==> config.mk <==
export PLATFORM = sky130hd
export DESIGN_NAME = regfile_multiport
export DESIGN_NICKNAME = d
export VERILOG_FILES = /design/src/rtl/regfile_pkg.sv /design/src/rtl/regfile_multiport_dump_fsm.sv /design/src/rtl/regfile_multiport.sv
export SDC_FILE = /design/constraint.sdc
export NUM_CORES = 2
export LEC_CHECK = 0
export ABC_AREA = 1
export CAP_MARGIN = 10
export CELL_PAD_IN_SITES_DETAIL_PLACEMENT = 1
export CELL_PAD_IN_SITES_GLOBAL_PLACEMENT = 1
export CORE_MARGIN = 3
export CORE_UTILIZATION = 50
export DETAILED_ROUTE_END_ITERATION = 10
export PLACE_DENSITY_LB_ADDON = 0.1
export SETUP_SLACK_MARGIN = 0.02
export SYNTH_ARGS = -nofsm -noshare
export SYNTH_HDL_FRONTEND = slang
export SYNTH_SLANG_ARGS = --single-unit
==> constraint.sdc <==
create_clock -name i_clock -period 4.3 [get_ports i_clock]
set_clock_uncertainty 0.05 [all_clocks]
set_input_delay 0.86 -clock i_clock [delete_from_list [all_inputs] [get_ports i_clock]]
set_output_delay 0.86 -clock i_clock [all_outputs]
set_load 0.03 [all_outputs]
==> src/rtl/regfile_pkg.sv <==
// Shared types and helpers for the multi-port register file and its dump engine.
package regfile_pkg;

    typedef enum logic [1:0] {
        DUMP_IDLE = 2'd0,
        DUMP_LOAD = 2'd1,
        DUMP_SHOW = 2'd2,
        DUMP_DONE = 2'd3
    } dump_state_e;

    typedef enum logic [1:0] {
        RD_ARRAY  = 2'd0,
        RD_ZERO   = 2'd1,
        RD_BYPASS = 2'd2
    } rd_src_e;

    function automatic logic addr_ok(input int unsigned addr, input int unsigned n_register);
        return addr < n_register;
    endfunction

    // Source selection for any read: out-of-range/zero register, same-edge bypass, or array.
    // wr_en must already be the effective (accepted) write enable.
    function automatic rd_src_e rd_mux(
        input int unsigned addr,
        input logic        wr_en,
        input int unsigned wr_addr,
        input int unsigned n_register,
        input logic        zero_reg,
        input logic        bypass
    );
        if (!addr_ok(addr, n_register) || (zero_reg && addr == 0)) begin
            return RD_ZERO;
        end
        if (bypass && wr_en && wr_addr == addr) begin
            return RD_BYPASS;
        end
        return RD_ARRAY;
    endfunction

endpackage

==> src/rtl/regfile_multiport_dump_fsm.sv <==
// Dump sequencer: walks the register index, handshakes each word, pulses done at the end.
module regfile_multiport_dump_fsm
    import regfile_pkg::*;
#(
    parameter int unsigned NB_REG     = 5,
    parameter int unsigned N_REGISTER = 32
) (
    input  logic              clock,
    input  logic              reset,
    input  logic              start,
    input  logic              ready,
    output logic [NB_REG-1:0] ptr,
    output logic              load_c,
    output logic              valid,
    output logic              last,
    output logic              busy,
    output logic              done
);

    localparam logic [NB_REG-1:0] LAST_PTR = NB_REG'(N_REGISTER - 1);

    dump_state_e       state;
    dump_state_e       state_next;
    logic [NB_REG-1:0] ptr_next;

    // Status flags are registered from the next state so they line up with the state register.
    always_ff @(posedge clock) begin
        if (reset) begin
            state <= DUMP_IDLE;
            ptr   <= '0;
            valid <= 1'b0;
            last  <= 1'b0;
            busy  <= 1'b0;
            done  <= 1'b0;
        end else begin
            state <= state_next;
            ptr   <= ptr_next;
            valid <= (state_next == DUMP_SHOW);
            last  <= (state_next == DUMP_SHOW) && (ptr_next == LAST_PTR);
            busy  <= (state_next != DUMP_IDLE);
            done  <= (state_next == DUMP_DONE);
        end
    end

    always_comb begin
        state_next = state;
        ptr_next   = ptr;
        load_c     = 1'b0;
        case (state)
            DUMP_IDLE: begin
                if (start) begin
                    state_next = DUMP_LOAD;
                    ptr_next   = '0;
                end
            end
            DUMP_LOAD: begin
                load_c     = 1'b1;
                state_next = DUMP_SHOW;
            end
            DUMP_SHOW: begin
                if (ready) begin
                    if (ptr == LAST_PTR) begin
                        state_next = DUMP_DONE;
                    end else begin
                        ptr_next   = ptr + NB_REG'(1);
                        state_next = DUMP_LOAD;
                    end
                end
            end
            DUMP_DONE: begin
                state_next = DUMP_IDLE;
            end
            default: begin
                state_next = DUMP_IDLE;
            end
        endcase
    end

endmodule

==> src/rtl/regfile_multiport.sv <==
// Decode-stage register bank: N registered read ports, one write port, bypass, zero register, dump stream.
module regfile_multiport
    import regfile_pkg::*;
#(
    parameter int unsigned NB_REG     = 5,
    parameter int unsigned NB_DATA    = 32,
    parameter int unsigned N_REGISTER = 32,
    parameter int unsigned N_RD_PORTS = 2,
    parameter int unsigned ZERO_REG   = 1,
    parameter int unsigned BYPASS     = 1
) (
    input  logic                          i_clock,
    input  logic                          i_reset,
    input  logic                          i_stall,
    input  logic [N_RD_PORTS*NB_REG-1:0]  i_rd_addr,
    output logic [N_RD_PORTS*NB_DATA-1:0] o_rd_data,
    input  logic                          i_wr_en,
    input  logic [NB_REG-1:0]             i_wr_addr,
    input  logic [NB_DATA-1:0]            i_wr_data,
    input  logic                          i_dump_start,
    input  logic                          i_dump_ready,
    output logic                          o_dump_valid,
    output logic [NB_REG-1:0]             o_dump_addr,
    output logic [NB_DATA-1:0]            o_dump_data,
    output logic                          o_dump_last,
    output logic                          o_dump_busy,
    output logic                          o_dump_done
);

    logic [NB_DATA-1:0] regs [N_REGISTER];
    logic               wr_eff_c;
    logic [NB_REG-1:0]  dump_ptr;
    logic               dump_load_c;

    assign wr_eff_c = i_wr_en
                    && addr_ok(32'(i_wr_addr), N_REGISTER)
                    && !((ZERO_REG != 0) && (i_wr_addr == '0));

    // Value a read of addr would capture on this edge, including same-edge write forwarding.
    function automatic logic [NB_DATA-1:0] read_word(input logic [NB_REG-1:0] addr);
        logic [NB_DATA-1:0] word;
        case (rd_mux(32'(addr), wr_eff_c, 32'(i_wr_addr), N_REGISTER, ZERO_REG != 0, BYPASS != 0))
            RD_ZERO:   word = '0;
            RD_BYPASS: word = i_wr_data;
            default:   word = regs[addr];
        endcase
        return word;
    endfunction

    always_ff @(posedge i_clock) begin
        if (i_reset) begin
            for (int i = 0; i < int'(N_REGISTER); i++) begin
                regs[i] <= '0;
            end
        end else if (wr_eff_c) begin
            regs[i_wr_addr] <= i_wr_data;
        end
    end

    for (genvar k = 0; k < int'(N_RD_PORTS); k++) begin : g_rd
        logic [NB_DATA-1:0] q;

        always_ff @(posedge i_clock) begin
            if (i_reset) begin
                q <= '0;
            end else if (!i_stall) begin
                q <= read_word(i_rd_addr[k*NB_REG +: NB_REG]);
            end
        end

        assign o_rd_data[k*NB_DATA +: NB_DATA] = q;
    end

    regfile_multiport_dump_fsm #(
        .NB_REG     (NB_REG),
        .N_REGISTER (N_REGISTER)
    ) u_dump_fsm (
        .clock  (i_clock),
        .reset  (i_reset),
        .start  (i_dump_start),
        .ready  (i_dump_ready),
        .ptr    (dump_ptr),
        .load_c (dump_load_c),
        .valid  (o_dump_valid),
        .last   (o_dump_last),
        .busy   (o_dump_busy),
        .done   (o_dump_done)
    );

    // Each dump word is a snapshot taken in its LOAD cycle; it stays stable through SHOW.
    always_ff @(posedge i_clock) begin
        if (i_reset) begin
            o_dump_data <= '0;
            o_dump_addr <= '0;
        end else if (dump_load_c) begin
            o_dump_data <= read_word(dump_ptr);
            o_dump_addr <= dump_ptr;
        end
    end

endmodule
==> results.yml <==
die:
  core_sq_mm: 0.146
  fp.dieH_um: 390
  rows: 140
  die-area_sq_mm: 0.152
  start_util_pct: 50.5
  die_width_um: 390
  io_pins: 158
power_and_ir_drop:
  power.density_mw_per_mm2: 369
  p_int_mw: 20.9
  p_comb_share_pct: 17.2
  p_leak_nw: 36.7
  ir_drop_mv: 0.349
  clkPwrFrac_pct: 39.6
  totalPowerFinal_mw: 30.2
  p_sw_mw: 9.25
  swShare_pct: 30.6
  seqPwrFrac_pct: 43.2
detailed_routing:
  antenna_left: 0
  vias: 80792
  first_iter_violations: 10605
  drtPass1Iterations: 8
  wl_um: 358000
  via_per_inst: 6.53
  route.detailed.drc: 0
  wl_per_cell_um: 29.0
synthesis:
  synthDistinctLibCells: 35
  syn-instance-count: 10613
  syn_avg_cell_area_sq_um: 6.95
  yosys_register_bits: 1136
  seq_area_frac_synth_pct: 44.7
  yosysWarnings: 0
  synth_area_sq_mm: 0.0737
critical_path:
  crit_path_start: "u_dump_fsm.ptr[3]"
  start_kind: "register"
  regToRegSetupSlack_ns: 0.73
  r2r-end: "o_dump_data[24]"
  cp.arrival_ns: 4.29
  cp_max_fo: 11
  worstPathRequired_ns: 5.02
  r2r-start: "u_dump_fsm.ptr[3]"
  critPathCaptureType: "register"
  critPathCapture: "o_dump_data[24]"
  crit_type: "reg -> reg"
  ff2ff_path_depth: 8
timing:
  slew_violations: 0
  rsz0062_at_grt: "no"
  hold_viol: 0
  fmax_mhz: 280
  timing.hold.ws_ns: 0.455
  period_needed_ns: 3.57
  fin_crit_sh_pct: 83.1
  fin_setup_tns_ns: 0
  tightestPinTransition_ns: 1.22
  maxSlewHeadroom_pct: 18.5
  setup_violations: 0
grt:
  grt_pass1_vias: 82269
  antenna_found_initial: 7
  grt-ovfl-total: 0
  grt_start_max_net_pins: 132
  grt_first_pass_wirelength_um: 524000
  track_usage_pct: 46.0
place:
  hpwl_um: 221000
  finalWeightedCongestion: 0.953
  place.port_buffers: 157
cts:
  cts_max_level: 4
  cts_made_buffers: 137
  clock_latency_ns: 0.84
  hold_buffers: 0
  cts_root_buf: "clkbuf_16"
  post_cts_buffers: 0
  cts_resized: 0
  clock-sinks: 1136
  clk_pin_slew_worst_paths_ns: 0.06
  cts_buffer_depth: 3
  cts_tree: "yes"
worst_hold_path:
  whs_path_depth: 1
  hp-class: "in -> reg"
status:
  status: "finished clean"
finish:
  area_growth_pct: 10.9
  final_util_pct: 56.0
  drive_gt1_share_pct: 5.81
  layout.nets: 10386
  fillCellCount: 18733
run:
  cap_violations: 0
==> worst max-delay path, stage by stage, from the launching register on <==
cell and delay (ns):
dfxtp_1 0.88, inv_1 0.49, nor2_4 0.31, inv_1 0.58, a21oi_1 0.33, nor2_1 0.10, nand2_1 0.45, nand3_1 0.15
a21oi_1 0.14
==> cell usage after synthesis <==
library cell | instances | area, sq um
nand3_2 | 1 | 10.0
buf_4 | 12 | 90.1
nor2_1 | 1129 | 4240
a21oi_1 | 279 | 1400
xnor2_1 | 9 | 78.8
nor2_4 | 1 | 11.3
edfxtp_1 | 1024 | 30700
conb_1 | 1 | 3.75
buf_1 | 60 | 225
nor3_1 | 9 | 45.0
inv_1 | 1136 | 4260
inv_4 | 2 | 12.5
clkinv_1 | 1 | 3.75
nand3b_1 | 14 | 105
o211ai_1 | 193 | 1450
o21ai_0 | 236 | 1180
inv_2 | 20 | 75.1
clkbuf_1 | 424 | 1590
nor2_2 | 5 | 31.3
nand2_1 | 3157 | 11900
and2_1 | 1 | 6.26
a21boi_4 | 1 | 18.8
buf_2 | 401 | 2010
a31oi_1 | 1 | 6.26
ha_1 | 2 | 25.0
nand4_1 | 35 | 219
xor2_1 | 3 | 26.3
or2_2 | 3 | 18.8
a21oi_4 | 1 | 16.3
nand2_2 | 1 | 6.26
a21oi_2 | 1 | 8.76
dfxtp_1 | 112 | 2240
o21ai_1 | 34 | 170
nand3_1 | 2303 | 11500
o21ai_4 | 1 | 16.3
==> layout make-up <==
type	instances	area [sq um]	share of cell area (%)
sequential	1136	33000	40.3
multi-input combinational	7452	32800	40.1
timing repair buffer	445	4740	5.79
inverter	1159	4420	5.40
clock buffer	196	3920	4.79
tap	1917	2400	2.93
clock inverter	56	538	0.658
antenna	2	5.00	0.00612
==> sequential cells by signal (all words and copies together) (netlist names), 2 cells and up <==
name / cells
g_rd.q: 64
o_dump_addr: 5
o_dump_data: 32
regs: 1024
u_dump_fsm.ptr: 5
u_dump_fsm.state: 2
==> metal layers <==
metal	part of all wire, %	up-vias	track usage (%)
met5	0.0084	-	0
met4	9.8	4	39.2
met3	12	1593	10.5
met2	43	5954	68.5
met1	35	39449	56.5
li1	-	33792	-
==> per-stage QoR <==
stage                     instance area (sq um)  std cells  setup WS (ns)
after detailed placement                  77300      12109          0.664
after global placement                    77300      12109          0.710
after global routing                      81800      12361          0.737
after CTS                                 81800      12361           1.01
final                                     81800      12363          0.729
after floorplan                           73800      10644           1.30
==> placed cells by master, fill, tap and decap left out, drive strengths merged, types with 14 or more instances in the layout <==
cell           instances
clkdlybuf4s50        146
edfxtp              1024
clkbuf               196
buf                  299
dfxtp                112
o211ai               193
o21ai                271
inv                 1162
nand2               3158
a21oi                281
clkinv                41
nor2                1135
nand3               2304
nand4                 35
conb                  32
nand3b                14
==> worst min-delay path by stage <==
| stage | from | end | slack (ns) |
|---|---|---|---|
| after floorplan | u_dump_fsm.state[1] | u_dump_fsm.state[1] | 0.53 |
| after global placement | g_rd[0].q[30] | g_rd[0].q[30] | 0.47 |
| after detailed placement | g_rd[0].q[14] | g_rd[0].q[14] | 0.48 |
| after CTS | i_reset | regs[0][27] | 0.43 |
| after global routing | i_reset | regs[0][27] | 0.44 |
| final | i_reset | regs[0][3] | 0.45 |
==> power groups by stage <==
| stage | Clock, mW | Combinational (mW) | Sequential (mW) |
|---|---|---|---|
| 3_3_place_gp | 0 | 4.77 | 13.2 |
| 3_5_place_dp | 0 | 4.96 | 13.2 |
| 2_1_floorplan | 0 | 2.87 | 13.2 |
| 5_1_grt | 12.4 | 5.49 | 13.1 |
| 4_1_cts | 11.9 | 5.01 | 13.0 |
| 6_report | 12.0 | 5.19 | 13.0 |
==> kinds of logic after synthesis <==
| group | Yosys count | share of synthesized area (%) |
|---|---|---|
| xor gates and xnor gates | 12 | 0.143 |
| adders and majority gates | 2 | 0.0339 |
| AOI/OAI and AO/OA | 747 | 5.78 |
| and+or+nand+nor | 6659 | 38.1 |
| other | 1 | 0.00509 |
| DFF | 1136 | 44.7 |
| buffers and inverters | 2056 | 11.2 |
(Power assumes the default switching activity.)
